## src/rtl/plot_arbiter.sv

```systemverilog
// Pixel write arbiter for a VGA frame buffer: round-robin grants between the
// snake and food writers, plus a full-screen clear sweep that owns the port.
module plot_arbiter #(
    parameter int         WIDTH        = 160,
    parameter int         HEIGHT       = 120,
    parameter logic [2:0] CLEAR_COLOUR = 3'b000
) (
    input  logic       clk,
    input  logic       rst,
    input  logic       clear_start,
    input  logic       snake_req,
    input  logic [7:0] snake_x,
    input  logic [6:0] snake_y,
    input  logic [2:0] snake_colour,
    input  logic       food_req,
    input  logic [7:0] food_x,
    input  logic [6:0] food_y,
    input  logic [2:0] food_colour,
    output logic       snake_ack,
    output logic       food_ack,
    output logic [7:0] x_out,
    output logic [6:0] y_out,
    output logic [2:0] colour_out,
    output logic       plot,
    output logic       clear_busy,
    output logic       clear_done
);

    typedef enum logic {
        SERVE = 1'b0,
        CLEAR = 1'b1
    } state_t;

    localparam logic [7:0] X_LAST = 8'(WIDTH - 1);
    localparam logic [6:0] Y_LAST = 7'(HEIGHT - 1);
    localparam logic [8:0] X_LIM  = 9'(WIDTH);
    localparam logic [7:0] Y_LIM  = 8'(HEIGHT);

    state_t     state_r, state_s;
    logic [7:0] cx_r, cx_s;
    logic [6:0] cy_r, cy_s;
    logic       ptr_r, ptr_s;
    logic       grant_s, grant_snake_s;
    logic [7:0] sel_x_s;
    logic [6:0] sel_y_s;
    logic [2:0] sel_c_s;
    logic       pix_valid_s;
    logic [7:0] pix_x_s;
    logic [6:0] pix_y_s;
    logic [2:0] pix_c_s;
    logic       last_s;
    logic       busy_s;

    // Next-state, sweep counter, arbitration and pixel selection.
    always_comb begin
        state_s       = state_r;
        cx_s          = cx_r;
        cy_s          = cy_r;
        ptr_s         = ptr_r;
        grant_s       = 1'b0;
        grant_snake_s = 1'b0;
        snake_ack     = 1'b0;
        food_ack      = 1'b0;
        pix_valid_s   = 1'b0;
        pix_x_s       = x_out;
        pix_y_s       = y_out;
        pix_c_s       = colour_out;
        last_s        = 1'b0;
        sel_x_s       = snake_x;
        sel_y_s       = snake_y;
        sel_c_s       = snake_colour;

        if (rst) begin
            state_s = SERVE;
        end else begin
            case (state_r)
                SERVE: begin
                    if (clear_start) begin
                        state_s = CLEAR;
                        cx_s    = 8'd0;
                        cy_s    = 7'd0;
                    end else if (snake_req && food_req) begin
                        grant_s       = 1'b1;
                        grant_snake_s = ~ptr_r;
                        ptr_s         = ~ptr_r;
                    end else if (snake_req) begin
                        grant_s       = 1'b1;
                        grant_snake_s = 1'b1;
                    end else if (food_req) begin
                        grant_s       = 1'b1;
                        grant_snake_s = 1'b0;
                    end else begin
                        grant_s       = 1'b0;
                    end
                end
                CLEAR: begin
                    pix_valid_s = 1'b1;
                    pix_x_s     = cx_r;
                    pix_y_s     = cy_r;
                    pix_c_s     = CLEAR_COLOUR;
                    if (cx_r == X_LAST) begin
                        cx_s = 8'd0;
                        if (cy_r == Y_LAST) begin
                            cy_s    = 7'd0;
                            last_s  = 1'b1;
                            state_s = SERVE;
                        end else begin
                            cy_s = cy_r + 7'd1;
                        end
                    end else begin
                        cx_s = cx_r + 8'd1;
                    end
                end
                default: begin
                    state_s = SERVE;
                end
            endcase
        end

        if (grant_s) begin
            if (grant_snake_s) begin
                snake_ack = 1'b1;
                sel_x_s   = snake_x;
                sel_y_s   = snake_y;
                sel_c_s   = snake_colour;
            end else begin
                food_ack  = 1'b1;
                sel_x_s   = food_x;
                sel_y_s   = food_y;
                sel_c_s   = food_colour;
            end
            // Off-screen pixels are consumed but never written.
            if (({1'b0, sel_x_s} < X_LIM) && ({1'b0, sel_y_s} < Y_LIM)) begin
                pix_valid_s = 1'b1;
                pix_x_s     = sel_x_s;
                pix_y_s     = sel_y_s;
                pix_c_s     = sel_c_s;
            end else begin
                pix_valid_s = 1'b0;
            end
        end else begin
            grant_snake_s = 1'b0;
        end

        busy_s = (state_s == CLEAR);
    end

    // State, counters, pointer and registered VGA outputs.
    always_ff @(posedge clk) begin
        if (rst) begin
            state_r    <= SERVE;
            cx_r       <= 8'd0;
            cy_r       <= 7'd0;
            ptr_r      <= 1'b0;
            plot       <= 1'b0;
            x_out      <= 8'd0;
            y_out      <= 7'd0;
            colour_out <= 3'b000;
            clear_busy <= 1'b0;
            clear_done <= 1'b0;
        end else begin
            state_r    <= state_s;
            cx_r       <= cx_s;
            cy_r       <= cy_s;
            ptr_r      <= ptr_s;
            plot       <= pix_valid_s;
            x_out      <= pix_x_s;
            y_out      <= pix_y_s;
            colour_out <= pix_c_s;
            clear_busy <= busy_s;
            clear_done <= last_s;
        end
    end

endmodule

```

## config.mk

```make
export PLATFORM = sky130hd
export DESIGN_NAME = plot_arbiter
export DESIGN_NICKNAME = d
export VERILOG_FILES = /design/src/rtl/plot_arbiter.sv
export SDC_FILE = /design/constraint.sdc
export NUM_CORES = 1
export LEC_CHECK = 0
export ABC_AREA = 0
export CAP_MARGIN = 5
export CORE_AREA = 10 10 78 80
export DETAILED_ROUTE_END_ITERATION = 8
export DIE_AREA = 0 0 88 90
export PLACE_DENSITY = 0.78
export SLEW_MARGIN = 30
export SYNTH_ARGS = -nofsm -noshare
export SYNTH_HDL_FRONTEND = slang
export SYNTH_SLANG_ARGS = --single-unit
```

## constraint.sdc

```tcl
create_clock -name clk -period 2.8 [get_ports clk]
set_clock_uncertainty 0.15 [all_clocks]
set_input_delay 0.56 -clock clk [delete_from_list [all_inputs] [get_ports clk]]
set_output_delay 0.56 -clock clk [all_outputs]
set_load 0.005 [all_outputs]
```

==> results_dict.tcl, run 1 <==
set metrics [dict create \
    drt_iter0_markers 137 \
    yosysMostFrequentCell "dfxtp_1" \
    io_buffers 63 \
    synth_area_per_cell_um2 9.606 \
    run_status "complete, no violations" \
    synthArstFlopShare_pct 0 \
    yosys.area.top_type "dfxtp_1" \
    drive_gt1_share_pct 15.96 \
    critPathMaxFanout 3 \
    wl_per_cell_um 16.78 \
    ctsHoldBuffers 0 \
    antenna_found_initial 0 \
    grt_pass1_vias 1890 \
    gr-total-overflow 0 \
    power_leakage_nw 1.142 \
    start_util_pct 44.71 \
    core_um2 4598 \
    die_w_um 88 \
    vias_per_cell 5.577 \
    max-vdd-ir-drop_mv 0.2396 \
    fillers 384 \
    ys_ff_latch 37 \
    max_slew.worst_pin.slew_ns 0.5379 \
    clk_path_buf_depth 2 \
    synth_common_cells "dfxtp_1, mux2i_1, nor2_1, mux2_2, nand2_1" \
    drtAntennaViolNets 0 \
    relSlewSlack_pct 63.76 \
    synth_top_area_share_pct 36.03 \
    period_needed_ns 2.711 \
    synthesis.nets 257 \
    numClockSinks 37 \
    wl_um 5637 \
    critPathKind "primary input to output pin" \
    cts-resized-gates 0 \
    powerDensity_nw_per_um2 431.2 \
    startpoint_type "primary input" \
    synth.area.top_cells "dfxtp_1, mux2i_1, mux2_2, nor2_1, a221oi_2" \
    finalPower_w 0.001234 \
    route.vias.total 1874 \
    dieArea_um2 7920 \
    timing.final.crit_share_pct 96.82 \
    fmax_mhz 368.9 \
    grt_pass1_wl_um 9356 \
    routabilityCongestion 0.8866 \
    grt_max_degree 30 \
    synthCells 214 \
    fin_nets 324 \
    maxCapViolCount 0 \
    clk_latency_ns 0.29 \
    crit_required_ns 2.09 \
    hold_violations 0 \
    drt_pass1_iterations 4 \
    final_cells 336 \
    yosysWarnings 0 \
    grt_usage_pct 14.40 \
    post_cts_buffers 0 \
    numCtsBuffers 5 \
    syn_to_final_growth_pct 39.20 \
    ys_seq_area_share_pct 36.03 \
    utilization_pct 62.23 \
    diodes 0 \
    finalSetupViolCount 0 \
    rows 25 \
    syn_area_um2 2056 \
    synth-edff-count 0 \
    dp.cells 328 \
    crit_arrival_ns 2.00 \
    rsz0062_at_grt "no" \
    synthDistinctLibCells 44 \
    drc 0 \
    holdCritPathClass "flop to flop" \
    tritoncts "done" \
    synth-main-ff-cell "dfxtp_1" \
    ios 64 \
    tns_ns 0 \
    worstSetupEndpointType "output pin" \
    root_buffer "clkbuf_8" \
    dieHeight_um 90 \
    hpwlAfterDp_um 4381 \
    drv_slew 0 \
    clk_pin_slew_worst_paths_ns 0.07 \
    htree_levels 2 \
]
==> flip-flops by register name (all words and copies together), names as in the netlist <==
signal	flops
cx_r	8
colour_out	3
cy_r	7
y_out	7
plot	1
clear_done	1
x_out	8
state_r	1
ptr_r	1
==> cell usage in the layout (no fill, tap or decap), types with 2 or more instances in the layout <==
cell and instances:
inv_1 5, clkdlybuf4s50_1 63, and4_1 2, mux2i_1 26, buf_4 8, mux2_4 2
and3_1 3, dfxtp_1 37, nand2_1 12, nor3_1 2, a21oi_1 9, nand2b_1 5
ha_1 2, nor2_1 23, or3_1 4, clkbuf_8 6, a21o_1 4, nand3_1 6
a2111oi_0 3, mux2_2 20, a221oi_2 4, xnor2_1 2, nand4_1 2, o21ai_0 8
a31oi_1 3, nor3b_1 2
==> worst max-delay path: stages <==
cell	delay, ns
clkdlybuf4s50_1	0.47
nor3_4	0.27
and3_1	0.19
clkdlybuf4s50_1	0.50
==> metal layers <==
metal	global-route usage [%]	part of all wire [%]	vias up
li1	-	-	921
met1	17.54	43	884
met2	23.12	50	63
met3	4.603	6.7	6
met4	4.521	1.0	0
met5	0	0	-
==> power by group <==
group	leakage [nW]	internal [W]	total, W	switching (W)
Combinational	0.784	0.000122	0.000199	0.0000773
Sequential	0.300	0.000541	0.000552	0.0000108
Clock	0.0585	0.000291	0.000483	0.000192
==> through the flow <==
step           hold slack, ns  setup WS, ns  cell area, um^2
3_3_place_gp           0.3009       0.07329             2745
6_report               0.3181       0.08918             2861
2_1_floorplan          0.3049        0.6315             2056
3_5_place_dp           0.3159       0.05378             2745
5_1_grt                0.3617       0.03200             2861
4_1_cts                0.3255       0.08294             2861
==> kinds of logic (layout without fill, tap and decap cells) <==
logic type | Yosys count | count (layout) | share of synthesized area, %
AND/OR/NAND/NOR | 68 | 68 | 17.41
buffers and inverters | 16 | 84 | 4.260
AO/OA/AOI/OAI | 41 | 41 | 15.16
adder cells (fa/ha/maj) | 2 | 2 | 1.217
XOR/XNOR | 2 | 2 | 0.8523
multiplexers | 48 | 48 | 25.08
flip-flops | 37 | 37 | 36.03
==> final cells by class <==
cell class | instances | area (um^2) | area share [%]
Multi-Input combinational cell | 161 | 1227 | 42.89
Clock buffer | 7 | 86.33 | 3.017
Sequential cell | 37 | 740.7 | 25.89
Clock inverter | 1 | 30.03 | 1.049
Inverter | 5 | 18.77 | 0.6559
Tap cell | 54 | 67.56 | 2.361
Timing Repair Buffer | 71 | 690.7 | 24.14
==> path summary, 6_finish.rpt <==
path / from / to / slack [ns] / depth (start not counted)
worst max register to register: cx_r[0] / cy_r[5] / 0.71 / 5
worst max-delay path: clear_start / food_ack / 0.09 / 4
worst min register to register: colour_out[1] / colour_out[1] / 0.32 / 2
worst min-delay path: colour_out[1] / colour_out[1] / 0.32 / 2
No activity file was read; power rests on OpenSTA's default activity.
==> run 2: changes to the inputs <==
CAP_MARGIN = default   (was 5)
CORE_AREA = 10 10 90 92   (was 10 10 78 80)
DIE_AREA = 0 0 100 102   (was 0 0 88 90)
PLACE_DENSITY = default   (was 0.78)
==> run 2 against run 1 <==
Sequential power hardly changed. Clock power shrank 20%. Maximum frequency is 0.17% lower. Combinational power is 2% higher. Non-clock buffer count increased by 2. Clock-buffer cell count did not move. Utilization down 16 points. Sequential share of layout area is 0.26 points lower. Worst setup slack got worse by 0.0045 ns. Largest cell class unchanged.
==> results_dict.tcl, run 2 (same netlist as run 1, synthesis figures left out) <==
set metrics [dict create \
    worstReg2RegStart "state_r" \
    run_status "complete, no violations" \
    tns_ns 0 \
    crit_path_start "snake_req" \
    antenna_found_initial 0 \
    critPathKind "primary input to output pin" \
    grt_pass1_wl_um 9301 \
    wl_um 5757 \
    tritoncts "done" \
    holdCritPathClass "flop to flop" \
    final_cell_mix "clkdlybuf4s50_1, dfxtp_1, mux2i_1, nor2_1, mux2_2" \
    numCtsBuffers 5 \
    clk_path_buf_depth 2 \
    final_cells 360 \
    grt_max_degree 19 \
    final_common_cell "clkdlybuf4s50_1" \
    core_um2 6277 \
    dieArea_um2 10200 \
    io_buffers 63 \
    vias_per_cell 5.156 \
    numClockSinks 37 \
    crit_arrival_ns 2.01 \
    timing.final.crit_share_pct 96.98 \
    start_util_pct 32.75 \
    root_buffer "clkbuf_8" \
    max-vdd-ir-drop_mv 0.2226 \
    fin_nets 326 \
    maxCapViolCount 0 \
    period_needed_ns 2.715 \
    dieHeight_um 102 \
    power_leakage_nw 1.153 \
    dp.cells 353 \
    ios 64 \
    utilization_pct 46.04 \
    syn_to_final_growth_pct 40.60 \
    ff2ff_path_depth 5 \
    clk_latency_ns 0.30 \
    drive_gt1_share_pct 16.25 \
    relSlewSlack_pct 63.81 \
    reg_top3 "cx_r x8, x_out x8" \
    drt_pass1_iterations 4 \
    route.vias.total 1856 \
    diodes 0 \
    whs_path_depth 2 \
    routabilityCongestion 0.8105 \
    min_from "colour_out[0]" \
    drc 0 \
    grt_pass1_vias 1874 \
    drv_slew 0 \
    die_w_um 100 \
    htree_levels 2 \
    crit_required_ns 2.09 \
    drt_iter0_markers 75 \
    clk_pin_slew_worst_paths_ns 0.07 \
    critPathMaxFanout 3 \
    hpwlAfterDp_um 4450 \
    rsz0062_at_grt "no" \
    fmax_mhz 368.3 \
    max_slew.worst_pin.slew_ns 0.5371 \
    finalSetupViolCount 0 \
    gr-total-overflow 0 \
    startpoint_type "primary input" \
    post_cts_buffers 0 \
    ctsHoldBuffers 0 \
    grt_usage_pct 11.24 \
    wl_per_cell_um 15.99 \
    worstSetupEndpointType "output pin" \
    place_ws_ns 0.02359 \
    rows 29 \
    powerDensity_nw_per_um2 394.6 \
    cts-resized-gates 0 \
    setup_slack_ns 0.08463 \
    drtAntennaViolNets 0 \
    hold_violations 0 \
]
==> run 2: changes by cell type in the layout (fill, tap and decap cells not counted), sizes merged <==
cell,previous run,this run
buf,8,10
bufinv,1,0
clkdlybuf4s50,63,62
dlymetal6s2s,0,1
==> run 2: layer usage <==
layer | vias up | track usage (%) | share of wire, %
met4 | 0 | 2.283 | 0.36
met2 | 37 | 19.41 | 51
li1 | 932 | - | -
met1 | 883 | 13.17 | 43
met5 | - | 0 | 0
met3 | 4 | 3.981 | 5.5
==> run 2: worst paths after layout <==
path,endpoint,slack (ns)
setup / recovery,snake_ack,0.08
hold / removal,colour_out[0],0.32
setup reg to reg,cx_r[5],0.69
hold reg to reg,colour_out[0],0.32
==> run 2: layout make-up <==
class / count / area (um^2)
well taps: 77 / 96.34
multi-input cells: 161 / 1227
clock buffers: 7 / 86.33
repair buffers: 73 / 720.7
fillers: 632 / 3387
flip-flops and latches: 37 / 740.7
inverters: 5 / 18.77
==> run 2: power by group <==
part	total, W	internal, W	leakage [nW]	switching, W
Sequential	0.000552	0.000541	0.300	0.0000112
Clock	0.000385	0.000195	0.0443	0.000190
Combinational	0.000203	0.000125	0.809	0.0000774
Total	0.00114	0.000862	1.15	0.000279
==> run 2: per-stage QoR <==
stage | power [W] | hold slack, ns | area, um^2
floorplan | 0.0006545 | 0.3049 | 2056
global placement | 0.0007682 | 0.3018 | 2801
detailed placement | 0.0007692 | 0.3125 | 2801
CTS | 0.001150 | 0.3232 | 2888
global route | 0.001192 | 0.3513 | 2890
finish | 0.001140 | 0.3247 | 2890
==> run 2: critical path: stages <==
cell and delay [ns]:
clkdlybuf4s50_1 0.50, a21boi_1 0.30, nand2_2 0.10, inv_1 0.06
clkdlybuf4s50_1 0.49
==> run 3: changes to the inputs <==
DONT_BUFFER_PORTS = 1   (was default)
==> run 3 against run 2 <==
Sequential cell count is the same. Sequential power grew 0.9%. First-iteration DRC count is the same. Maximum frequency grew 18%. Die area is the same. Cell area shrank 24%. Worst hold slack lost 0.15 ns. Clock-buffer cell count shrank 2. Clock power shrank 2%. Utilization shrank 11 points. Register-to-register slack gained 0.03 ns. Worst setup slack gained 0.42 ns. Critical endpoint unchanged.
==> results_dict.tcl, run 3 (same netlist as run 1, synthesis figures left out) <==
set metrics [dict create \
    tritoncts "done" \
    numCtsBuffers 5 \
    clk_pin_slew_worst_paths_ns 0.08 \
    grt_usage_pct 9.887 \
    ctsHoldBuffers 0 \
    drive_gt1_share_pct 19.16 \
    postPlaceCellArea_um2 2106 \
    io_buffers 0 \
    dieHeight_um 102 \
    clk_path_buf_depth 2 \
    root_buffer "clkbuf_8" \
    rows 29 \
    critPathKind "flop to output pin" \
    cp_slowest_cell "dfxtp_1" \
    place_ws_ns 0.5702 \
    dp.cells 283 \
    hpwlAfterDp_um 3944 \
    worstReg2RegStart "cx_r[0]" \
    max-vdd-ir-drop_mv 0.2699 \
    crit_required_ns 2.09 \
    ios 64 \
    powerDensity_nw_per_um2 469.9 \
    worstSetupEndpointType "output pin" \
    rsz0062_at_grt "no" \
    core_um2 6277 \
    grt_pass1_vias 1618 \
    dieArea_um2 10200 \
    cts-resized-gates 0 \
    crit_chain "nor3_4 > nand2_2 > inv_1" \
    fin_nets 256 \
    final_cell_mix "dfxtp_1, mux2i_1, nor2_1, mux2_2, nand2_1" \
    finalSetupViolCount 0 \
    period_needed_ns 2.293 \
    critPathBufInv 1 \
    r2r_setup_slack_ns 0.72 \
    min_to "y_out[6]" \
    finalPower_w 0.001032 \
    drt_pass1_iterations 4 \
    drt_iter0_markers 75 \
    timing.final.crit_share_pct 81.90 \
    route.vias.total 1602 \
    postLayoutCellArea_um2 2197 \
    setup_slack_ns 0.5067 \
    crit_arrival_ns 1.58 \
    relSlewSlack_pct 65.38 \
    drc 0 \
    r2r-end "cy_r[5]" \
    grt_pass1_wl_um 8107 \
    wl_per_cell_um 17.61 \
    start_util_pct 32.75 \
    final_common_cell "dfxtp_1" \
    drv_slew 0 \
    critPathMaxFanout 19 \
    syn_to_final_growth_pct 6.878 \
    max_slew.worst_pin.slew_ns 0.5174 \
    cp_top_family "simple AND/OR/NAND/NOR gates" \
    run_status "complete, no violations" \
    final_cells 291 \
    max_stage_delay_ns 0.40 \
    antenna_found_initial 0 \
    vias_per_cell 5.505 \
    clk_latency_ns 0.29 \
    gr-total-overflow 0 \
    reg_top3 "cx_r x8, x_out x8" \
    grt_max_degree 32 \
    maxCapViolCount 0 \
    numClockSinks 37 \
    holdCritPathClass "primary input to flop" \
    drtAntennaViolNets 0 \
    startpoint_type "flop" \
    min_from "rst" \
    post_cts_buffers 0 \
    diodes 0 \
    ff2ff_path_depth 5 \
    tns_ns 0 \
    htree_levels 2 \
    hold_violations 0 \
    whs_path_depth 1 \
    wl_um 5125 \
    die_w_um 100 \
    routabilityCongestion 0.7658 \
    fmax_mhz 436.1 \
    power_leakage_nw 0.8608 \
]
## run 3: where the power goes
group | switching [W] | total (W) | internal, W
Sequential | 0.0000156 | 0.000557 | 0.000541
Combinational | 0.0000491 | 0.0000977 | 0.0000485
Clock | 0.000203 | 0.000378 | 0.000175
Total | 0.000268 | 0.00103 | 0.000764
## run 3: worst reg2reg max path: cells and delay by family, from the launching register on
family | cells | cell delay (ns)
and+or+nand+nor | 2 | 0.51
AOI/OAI and AO/OA | 2 | 0.63
adders and majority gates | 1 | 0.26
DFF | 1 | 0.43
## run 3: how the worst max path moves through the flow
| stage | from | to | slack, ns | cells after the start |
|---|---|---|---|---|
| finish | state_r | snake_ack | 0.51 | 3 |
| global placement | clear_start | x_out[4] | 0.62 | 4 |
| detailed placement | snake_req | x_out[5] | 0.57 | 4 |
| global route | state_r | snake_ack | 0.39 | 3 |
| floorplan | snake_req | x_out[4] | 0.63 | 6 |
| CTS | state_r | snake_ack | 0.46 | 3 |
## run 3: area by class of cell
cell class | count | area [um^2]
inverter | 5 | 18.77
timing repair buffer | 3 | 22.52
tap | 77 | 96.34
fill | 662 | 4080
clock buffer | 5 | 68.82
multi-input combinational | 161 | 1227
clock inverter | 3 | 22.52
sequential | 37 | 740.7
## run 3: stage by stage
step           hold slack, ns  utilization, %
2_1_floorplan          0.3049               -
3_3_place_gp           0.3372           33.55
3_5_place_dp           0.3441           33.55
4_1_cts                0.1663           35.00
5_1_grt                0.1617           35.00
6_report               0.1740           35.00
## run 3: routing by layer
layer	global-route usage, %	up-vias	wire [um]
li1	-	793	-
met1	10.46	758	2026
met2	17.17	44	2682
met3	4.116	7	358
met4	3.913	0	57
met5	0	-	0
